--- config.mk ---
export PLATFORM = sky130hd
export DESIGN_NAME = mem_arbiter
export DESIGN_NICKNAME = d
export VERILOG_FILES = /design/src/rtl/mem_arbiter_pkg.sv /design/src/rtl/rr_pick2.sv /design/src/rtl/mem_arbiter.sv
export SDC_FILE = /design/constraint.sdc
export NUM_CORES = 1
export LEC_CHECK = 0
export CORE_ASPECT_RATIO = 1.4
export CORE_MARGIN = 4
export CORE_UTILIZATION = 39
export DETAILED_ROUTE_END_ITERATION = 8
export HOLD_SLACK_MARGIN = 0.03
export PLACE_DENSITY = 0.85
export SETUP_SLACK_MARGIN = 0.1
export SKIP_LAST_GASP = 1
export SLEW_MARGIN = 15
export SYNTH_ARGS = -nofsm -noshare
export SYNTH_HDL_FRONTEND = slang
export SYNTH_SLANG_ARGS = --single-unit
export TNS_END_PERCENT = 20
--- constraint.sdc ---
create_clock -name clk -period 2.5 [get_ports clk]
set_clock_uncertainty 0.05 [all_clocks]
set_input_delay 0.5 -clock clk [delete_from_list [all_inputs] [get_ports clk]]
set_output_delay 0.5 -clock clk [all_outputs]
set_load 0.02 [all_outputs]
--- src/rtl/mem_arbiter_pkg.sv ---
// Shared types for the two-requester memory arbiter.
// Latency: n/a (types and constants only).
// Backpressure: n/a.
package mem_arbiter_pkg;

    typedef enum logic [1:0] {
        ARB_IDLE,
        ARB_ACCESS,
        ARB_RESP
    } arb_state_t;

    // Requester index: 0 or 1.
    typedef logic req_id_t;

    localparam int NUM_REQ = 2;

endpackage

--- src/rtl/rr_pick2.sv ---
// Combinational round-robin pick between two requesters.
// Latency: 0 cycles (pure combinational).
// Backpressure: none; the caller decides when the pick is consumed.
//
// Ports:
//   req_0, req_1  requests
//   last_owner    requester served most recently
//   valid         at least one request is present
//   winner        chosen requester (meaningful only with valid)
module rr_pick2
    import mem_arbiter_pkg::*;
(
    input  logic    req_0,
    input  logic    req_1,
    input  req_id_t last_owner,
    output logic    valid,
    output req_id_t winner
);

    assign valid = req_0 | req_1;

    // On a tie the requester that was not served last wins; otherwise the
    // single active requester wins (req_1 alone selects 1, else 0).
    assign winner = (req_0 & req_1) ? ~last_owner : req_1;

endmodule

--- src/rtl/mem_arbiter.sv ---
// Round-robin arbiter sharing one single-port memory between two masters.
// Latency: grant 1 cycle after req is seen in IDLE; read data 1 cycle after grant.
// Backpressure: requesters hold req and operands until their gnt pulse; others wait.
//
// Ports:
//   clk, rst_n                     clock, async active-low reset
//   req_x/we_x/addr_x/wdata_x      requester x operation (x = 0, 1)
//   gnt_x                          one-cycle pulse: operation is on the memory port
//   rvalid_x/rdata_x               one-cycle read-data strobe and data
//   busy                           arbiter is not idle
//   mem_we/mem_addr/mem_wdata      memory port drive
//   mem_rdata                      registered memory read data
module mem_arbiter
    import mem_arbiter_pkg::*;
#(
    parameter int N = 8
)
(
    input  logic         clk,
    input  logic         rst_n,
    input  logic         req_0,
    input  logic         req_1,
    input  logic         we_0,
    input  logic         we_1,
    input  logic [N-1:0] addr_0,
    input  logic [N-1:0] addr_1,
    input  logic [N-1:0] wdata_0,
    input  logic [N-1:0] wdata_1,
    output logic         gnt_0,
    output logic         gnt_1,
    output logic         rvalid_0,
    output logic         rvalid_1,
    output logic [N-1:0] rdata_0,
    output logic [N-1:0] rdata_1,
    output logic         busy,
    output logic         mem_we,
    output logic [N-1:0] mem_addr,
    output logic [N-1:0] mem_wdata,
    input  logic [N-1:0] mem_rdata
);

    arb_state_t           state_q;
    req_id_t              owner_q;
    req_id_t              last_owner_q;
    logic [NUM_REQ-1:0]   gnt_q;
    logic [NUM_REQ-1:0]   rvalid_q;
    logic                 busy_q;
    logic                 mem_we_q;
    logic [N-1:0]         mem_addr_q;
    logic [N-1:0]         mem_wdata_q;

    logic                 pick_valid;
    req_id_t              pick_winner;
    logic                 op_we_d;
    logic [N-1:0]         op_addr_d;
    logic [N-1:0]         op_wdata_d;

    rr_pick2 u_pick (
        .req_0      (req_0),
        .req_1      (req_1),
        .last_owner (last_owner_q),
        .valid      (pick_valid),
        .winner     (pick_winner)
    );

    // Operands of whichever requester the picker selected.
    assign op_we_d    = pick_winner ? we_1    : we_0;
    assign op_addr_d  = pick_winner ? addr_1  : addr_0;
    assign op_wdata_d = pick_winner ? wdata_1 : wdata_0;

    always_ff @(posedge clk or negedge rst_n) begin
        if (!rst_n) begin
            state_q      <= ARB_IDLE;
            owner_q      <= 1'b0;
            last_owner_q <= 1'b1;    // requester 0 wins the first tie
            gnt_q        <= '0;
            rvalid_q     <= '0;
            busy_q       <= 1'b0;
            mem_we_q     <= 1'b0;
            mem_addr_q   <= '0;
            mem_wdata_q  <= '0;
        end else begin
            case (state_q)
                ARB_IDLE: begin
                    if (pick_valid) begin
                        state_q              <= ARB_ACCESS;
                        owner_q              <= pick_winner;
                        gnt_q[pick_winner]   <= 1'b1;
                        busy_q               <= 1'b1;
                        mem_we_q             <= op_we_d;
                        mem_addr_q           <= op_addr_d;
                        mem_wdata_q          <= op_wdata_d;
                    end
                end
                ARB_ACCESS: begin
                    gnt_q    <= '0;
                    mem_we_q <= 1'b0;
                    // mem_we_q still holds the latched operation type here.
                    if (mem_we_q) begin
                        last_owner_q <= owner_q;
                        state_q      <= ARB_IDLE;
                        busy_q       <= 1'b0;
                    end else begin
                        state_q           <= ARB_RESP;
                        rvalid_q[owner_q] <= 1'b1;
                    end
                end
                ARB_RESP: begin
                    rvalid_q     <= '0;
                    last_owner_q <= owner_q;
                    state_q      <= ARB_IDLE;
                    busy_q       <= 1'b0;
                end
                default: begin
                    state_q  <= ARB_IDLE;
                    gnt_q    <= '0;
                    rvalid_q <= '0;
                    busy_q   <= 1'b0;
                    mem_we_q <= 1'b0;
                end
            endcase
        end
    end

    assign gnt_0     = gnt_q[0];
    assign gnt_1     = gnt_q[1];
    assign rvalid_0  = rvalid_q[0];
    assign rvalid_1  = rvalid_q[1];
    assign rdata_0   = mem_rdata;
    assign rdata_1   = mem_rdata;
    assign busy      = busy_q;
    assign mem_we    = mem_we_q;
    assign mem_addr  = mem_addr_q;
    assign mem_wdata = mem_wdata_q;

endmodule

=== Word level (Yosys, flattened, before mapping) ===
Index checks and enable logic that the tools add are counted.
W data, S select, Z words.

* $lt $le $gt $ge: 4
* Equal/unequal tests: 5
* Muxes and demuxes: 22
* Reduce and logical (&&, ||, !) cells: 9
* Bitwise logic cells: 7

{| class="wikitable"
|+ Operator list
! cell !! number
|-
| $mux W8 || 2
|-
| $pmux W2 S2 || 3
|-
| $reduce_and A2 Y1 || 5
|-
| $mux W1 || 8
|-
| $mux W2 || 4
|-
| $ne A2 B2 Y1 const B || 3
|-
| $pmux W1 S2 || 3
|-
| $lt A1 B2 Y1 const B || 2
|-
| $or A2 B2 Y2 || 2
|-
| $not A1 Y1 || 3
|-
| $demux W1 S1 || 2
|-
| $eq A2 B1 Y1 const B || 1
|-
| $eq A2 B2 Y1 const B || 1
|-
| $ge A1 B1 Y1 const B || 2
|-
| $logic_and A1 B1 Y1 || 2
|-
| $logic_not A2 Y1 || 1
|-
| $reduce_bool A2 Y1 || 1
|-
| $and A1 B1 Y1 || 1
|-
| $or A1 B1 Y1 || 1
|}

* Word-level logic and storage cells: 56
* Register bits: 26
* Input bits: 46

=== Longest topological paths before layout ===
Gate-level depths: netlist of the first run.

* Depth in word-level cells: 9
* Depth in mapped cells: 4
* Depth with buffers taken out: 4

=== Modules after synthesis ===
A second synthesis of the first run with hierarchy kept.

* Cell total of the unflattened synthesis: 122
* Area total of the unflattened synthesis: 1332.5 um^2

{| class="wikitable"
|+ Modules (own cells, without submodules)
! module !! instances !! cells an instance !! area an instance (um^2) !! seq. area each (um^2)
|-
| mem_arbiter || 1 || 120 || 1318.8 || 651.9
|-
| rr_pick2 || 1 || 2 || 13.8 || 0.0
|}

=== Worst setup path after synthesis of the first run ===
OpenSTA, ideal clock, no wires.

* Path kind: input-to-reg
* From: in req_1
* To: reg mem_we_q, in the netlist mem_we
* Arrival: 1.206 ns
* Path slack: 1.119 ns
* Setup time: 0.125 ns
* Buffers on the path: 1
* Stages: 4
* Path through: a21boi_4 buf_12 mux2i_1 o21ai_1

* Cells in the longest elaborated chain, start to end: 5
* Elaborated cells between the ends (all ways): 8

{| class="wikitable"
|+ RTL lines
! what !! RTL line !! RTL
|-
| start, declared || mem_arbiter.sv:22 || <nowiki>input logic req_1,</nowiki>
|-
| $and A1 B1 Y1 || rr_pick2.sv:24 || <nowiki>assign winner = (req_0 & req_1) ? ~last_owner : req_1;</nowiki>
|-
| $mux W1 || rr_pick2.sv:24 ||
|-
| $mux W1 || mem_arbiter.sv:67 || <nowiki>assign op_we_d = pick_winner ? we_1 : we_0;</nowiki>
|-
| $mux W1 || mem_arbiter.sv:85 || <nowiki>if (pick_valid) begin</nowiki>
|-
| $pmux W1 S2 || mem_arbiter.sv:83 || <nowiki>case (state_q)</nowiki>
|-
| end signal, assigned || mem_arbiter.sv:90 || <nowiki>mem_we_q <= op_we_d;</nowiki>
|-
| end, declared || mem_arbiter.sv:48 || <nowiki>logic mem_we_q;</nowiki>
|}

Parallel ways exist; a longest one is shown, timed or not. The select of a mux whose other input is x is not followed.
A chain may end at the register's enable or synchronous reset.

=== Worst setup path after layout of the first run ===
* From: reg mem_we_q, in the netlist mem_we
* To: out mem_we

{| class="wikitable"
|+ RTL lines
! what !! RTL line !! RTL
|-
| end, declared || mem_arbiter.sv:36 || <nowiki>output logic mem_we,</nowiki>
|}

No word-level cell between the ends.

==> results of run 1 <==
[final timing paths]
kind	start	slack [ps]	depth (start not counted)	to
max	mem_we$_DFFE_PN0P_	620	1	mem_we
min	gnt_q[0]$_DFFE_PN0P_	460	1	gnt_q[0]$_DFFE_PN0P_
max reg2reg	state_q[0]$_DFFE_PN0P_	860	4	mem_addr[4]$_DFFE_PN0P_
min reg2reg	gnt_q[0]$_DFFE_PN0P_	460	1	gnt_q[0]$_DFFE_PN0P_
max in group asynchronous	rst_n	1560	2	last_owner_q$_DFFE_PN1P_
min in group asynchronous	rst_n	540	2	gnt_q[0]$_DFFE_PN0P_
[logic make-up (layout without fill, tap and decap cells)]
group	count (synthesis)	after routing	share of synthesized area [%]
flip-flops	26	26	49.90
AND/OR/NAND/NOR	16	16	9.387
buffers and inverters	24	72	12.93
multiplexers	12	12	9.291
AO/OA/AOI/OAI	37	37	18.49
[metal layers]
metal  share of wire, %  vias up  global-route usage, %
met4                2.2        0                  6.265
met3                9.3        8                  4.915
met5                  0        -                      0
met2                 51       56                  27.57
li1                   -      489                      -
met1                 37      498                  17.22
[sequential cells by signal (all words and copies together), names as in the netlist]
register and count:
mem_addr 8, mem_wdata 8, gnt_q 2, rvalid_q 2
state_q 2, busy 1, last_owner_q 1, mem_we 1
owner_q 1
[power by group]
group / leakage (µW) / switching, µW / internal (µW) / total (µW)
clock network: 0.0000228 / 121 / 114 / 235
logic: 0.000458 / 596 / 593 / 1190
registers: 0.000319 / 150 / 635 / 784
[metrics by stage]
| step | total power, µW | cells | hold slack (ps) | area, µm² | util, % |
|---|---|---|---|---|---|
| final | 2208 | 202 | 458.9 | 1874 | 58.88 |
| after global routing | 2357 | 202 | 498.1 | 1874 | 58.88 |
| after CTS | 2236 | 202 | 462.4 | 1874 | 58.88 |
| after detailed placement | 2001 | 198 | 443.7 | 1829 | 57.47 |
| after global placement | 1946 | 198 | 433.0 | 1829 | 57.47 |
| after floorplan | 1475 | 115 | 154.4 | 1306 | - |
[cells in the mapped netlist, drive strengths merged, types with 2 or more instances]
cell,number,area share (%)
inv,4,1.1
buf,17,11
dfrtp,25,48
clkbuf,3,1.1
a21oi,2,0.77
nor2,4,1.7
o21ai,26,10
and3,6,3.4
mux2i,11,8.4
a221o,6,4.6
[cell type report]
type / instances / area [µm²]
Clock buffer: 4 / 45.04
Fill cell: 306 / 1309
Inverter: 4 / 15.01
Multi-Input combinational cell: 65 / 485.5
Sequential cell: 26 / 651.9
Tap cell: 39 / 48.80
Timing Repair Buffer: 64 / 628.1
[placed cells by master (no fill, tap or decap), types with 2 or more instances in the layout]
master	instances
a221o_1	6
o21ai_1	10
mux2i_1	11
dfrtp_1	25
buf_4	5
clkbuf_8	3
o21ai_0	15
a21oi_1	2
inv_1	4
clkdlybuf4s50_1	59
and3_2	6
nor2_1	3
==> run_results.csv, run 1 <==
group,metric,value,unit
outcome,status,"completed",
setup_path,critPathCaptureType,"output port",
floorplan,ios,84,
drt,firstDrtPassIters,6,
placed_design,dpl.hpwl,2640,µm
cts,worstSkewPairLatency,260,ps
global_route,gr-total-overflow,0,
sta,finalSetupTns,0,ps
placed_design,io_buffers,59,
drt,drc,0,
sta,setup_viol,0,
cts,postCtsSetupBuffers,0,
synthesis,synth_edf_count,0,
drt,vias_per_cell,5.203,
setup_path,path_buf_inv,1,
cts,cts_tree,"built",
setup_path,path_class,"reg2out",
layout,drive_above_1_share,14.11,%
setup_path,cp.arrival,1330,ps
sta,period_share,75.04,%
cts,cts_num_sinks,26,
synthesis,syn_nets,161,
setup_path,crit_path_max_fanout,4,
cts,ctsHoldBuffers,0,
synthesis,seq_area_frac_synth,49.90,%
flow_run,cap_violations,0,
cts,clock_path_buffers,2,
layout,nets,210,
floorplan,die_w,56.91,µm
floorplan,initial_core_util,41.04,%
pwr,ir_drop,0.0005398,V
synthesis,synth_ff_type,"dfrtp_1",
cts,post_cts_resize_count,0,
cts,cts_buffers,3,
layout,antenna-diode-count,0,
drt,antenna_left,0,
sta,fmax,533.1,MHz
synthesis,async_flop_share,100.0,%
sta,grt_setup_unrepaired,"false",
placed_design,dp_slack,468.6,ps
synthesis,synth_cell_types,26,
cts,cts_root_buffer,"clkbuf_8",
setup_path,critical_path_required,1950,ps
pwr,p_per_area,1178,mW/mm²
sta,final-hold-violation-count,0,
floorplan,rows,24,
synthesis,syn_area,0.001306,mm²
cts,clkTransAtPathRegs,90,ps
setup_path,path_cells,"clkdlybuf4s50_1",
setup_path,critical_path.top_delay_family,"buffers and inverters",
sta,drv_slew,0,
layout,area_delta_synth_final,43.49,%
floorplan,fp.dieH,76.48,µm
setup_path,critPathMaxStageDelay,640,ps
sta,period_minus_slack,1876,ps
placed_design,gp_congestion,0.8561,
sta,slew_headroom,73.58,%
synthesis,yosysWarnings,0,
global_route,grt_pass1_vias,1182,
global_route,grt_pass1_wl,5506,µm
sta,worstMarginPinSlew,396.3,ps
sta,setup_ws,624.1,ps
drt,routed_wl,3306,µm
drt,drt_iter0_markers,17,
cts,htreeDepth,1,
setup_path,cp_slowest_cell,"clkdlybuf4s50_1",
pwr,leakagePower,0.0008005,µW
global_route,track_usage,15.75,%
hold_path,hold_path_class,"reg2reg",
setup_path,worstSetupStartpointType,"flop",
floorplan,core-area,0.003183,mm²
synthesis,postSynthCellCount,115,
drt,vias,1051,
global_route,antenna_found_initial,0,
drt,post_drt_wl_per_cell,16.37,µm
floorplan,dieArea,0.004352,mm²
synthesis,ys_ff_latch,26,
synthesis,synth_area_per_cell,11.36,µm²
global_route,grt_max_degree,27,
No activity file was read; power rests on OpenSTA's default activity.
==> inputs of run 2 (changes only) <==
CORE_UTILIZATION = 32   (was 39)
PLACE_DENSITY = 0.75   (was 0.85)
clock period = 1.53 ns   (was 2.5 ns; I/O delays follow)
==> run 2 against run 1 <==
- design area is 8.4% higher
- critical path type unchanged
- via count is 5.2% higher
- core utilization decreased by 7.5 points
- combinational power up 75%
- the run now ends with setup timing left
- sequential share of layout area down 2.6 points
- clock power is 67% higher
==> run_results.csv, run 2 (synthesis gave the netlist of run 1 again) <==
group,metric,value,unit
sta,fmax,630.0,MHz
drt,vias,1106,
setup_path,startpoint,"rvalid_q[1]$_DFFE_PN0P_",
sta,setup_ws,-57.24,ps
sta,period_share,103.7,%
layout,area_delta_synth_final,55.56,%
drt,drt_iter0_markers,85,
floorplan,initial_core_util,33.05,%
flow_run,cap_violations,0,
pwr,p_int,2244,µW
pwr,pwr-share-seq,34.2,%
setup_path,critPathMaxStageDelay,600,ps
floorplan,die_w,62.00,µm
drt,routed_wl,3758,µm
drt,drc,0,
sta,grt_setup_unrepaired,"true",
floorplan,dieArea,0.005182,mm²
global_route,grt_pass1_vias,1198,
cts,cts_buffers,3,
pwr,p_per_area,1848,mW/mm²
floorplan,rows,27,
global_route,grt_max_degree,27,
floorplan,core-area,0.003953,mm²
setup_path,path_cells,"clkdlybuf4s50_1",
sta,setup_viol,10,
drt,antenna_left,0,
setup_path,path_class,"reg2out",
setup_path,reg2reg_from,"state_q[0]$_DFFE_PN0P_",
pwr,sw_frac_of_total,40.24,%
placed_design,io_buffers,59,
layout,fin_util,51.41,%
floorplan,fp.dieH,83.60,µm
pwr,switchingPower,1511,µW
setup_path,cp.arrival,1230,ps
cts,cts_num_sinks,26,
global_route,gr-total-overflow,0,
setup_path,critical_path_required,1170,ps
drt,vias_per_cell,5.073,
cts,cts_tree,"built",
placed_design,gp_congestion,0.7969,
layout,layout_common_cells,"clkdlybuf4s50_1 (45), dfrtp_1 (24), o21ai_0 (15)",
outcome,status,"finished with violations",
layout,antenna-diode-count,0,
sta,period_minus_slack,1587,ps
setup_path,path_buf_inv,1,
sta,final-hold-violation-count,0,
sta,worstMarginPinSlew,325.5,ps
layout,final_common_cell,"clkdlybuf4s50_1",
cts,worstSkewPairLatency,270,ps
setup_path,crit_path_max_fanout,2,
setup_path,critPathCaptureType,"output port",
cts,cts_root_buffer,"clkbuf_8",
global_route,grt_pass1_wl,5568,µm
global_route,track_usage,13.74,%
setup_path,worstSetupStartpointType,"flop",
placed_design,dpl.hpwl,2738,µm
cts,clock_path_buffers,2,
cts,htreeDepth,1,
drt,firstDrtPassIters,4,
pwr,leakagePower,0.0009507,µW
layout,drive_above_1_share,21.14,%
outcome,violations,"setup timing",
hold_path,hold_path_class,"in2async",
setup_path,critical_path.top_delay_family,"buffers and inverters",
drt,post_drt_wl_per_cell,17.24,µm
pwr,clkPwrFrac,10.5,%
pwr,p_comb_share,55.3,%
sta,slew_headroom,78.23,%
floorplan,ios,84,
sta,drv_slew,0,
layout,nets,222,
cts,ctsHoldBuffers,0,
setup_path,cp_slowest_cell,"clkdlybuf4s50_1",
sta,whs,338.1,ps
pwr,ir_drop,0.001099,V
global_route,antenna_found_initial,0,
layout,fill_cells,357,
cts,clkTransAtPathRegs,90,ps
[run 2: cell types whose count changed in the layout (fill, tap and decap cells not counted), moves of 2 or more]
cell and delta:
buf_12 +2, buf_4 +6, clkdlybuf4s50_1 -14, dlygate4sd2_1 +8, dlymetal6s2s_1 +6, nor2_2 +2
[run 2: repair_timing]
action / in CTS / in global routing
pin swaps: 0 / 2
resized for setup: 8 / 9
gates cloned: 0 / 4
setup endpoints to repair: 42 / 36
buffers inserted: 0 / 3
[run 2: final cells by class]
class / instances / area (µm²) / share of cell area (%)
clock buffers: 4 / 45.04 / 2.217
repair buffers: 73 / 743.2 / 36.58
well taps: 43 / 53.80 / 2.648
flip-flops and latches: 26 / 653.1 / 32.14
inverters: 4 / 15.01 / 0.7389
multi-input cells: 68 / 521.8 / 25.68
[run 2: worst paths after layout]
kind / to / slack (ps) / cells past startpoint
max: rvalid_1 / -60 / 1
min in group clk: rvalid_q[0]$_DFFE_PN0P_ / 450 / 2
min reg2reg: rvalid_q[0]$_DFFE_PN0P_ / 450 / 2
min: mem_addr[5]$_DFFE_PN0P_ / 340 / 2
max in group asynchronous: last_owner_q$_DFFE_PN1P_ / 850 / 2
max reg2reg: mem_wdata[1]$_DFFE_PN0P_ / 50 / 3
[run 2: through the flow]
stage	total power (µW)	setup TNS (ps)	instances	worst slack, ps	cell area, µm²
6_report	3755	-451.6	218	-57.24	2032
5_1_grt	4015	-914.0	218	-98.73	2032
4_1_cts	3667	-827.2	211	-68.11	1932
3_5_place_dp	3346	-5281	207	-334.8	1897
3_3_place_gp	3271	-4482	207	-272.9	1897
2_1_floorplan	2410	0	115	276.3	1306
[run 2: power by group through the flow]
stage | Clock, µW | Combinational, µW | Sequential (µW)
floorplan | 0 | 807 | 1600
detailed placement | 0 | 2070 | 1280
finish | 393 | 2080 | 1280
global route | 428 | 2260 | 1330
global placement | 0 | 2010 | 1260
CTS | 398 | 2000 | 1270
[run 2: layer usage]
layer  track usage [%]  share of wire (%)
met1             16.17                 37
met2             23.68                 51
met3             3.096                 10
met4             4.054                1.5
met5                 0                  0
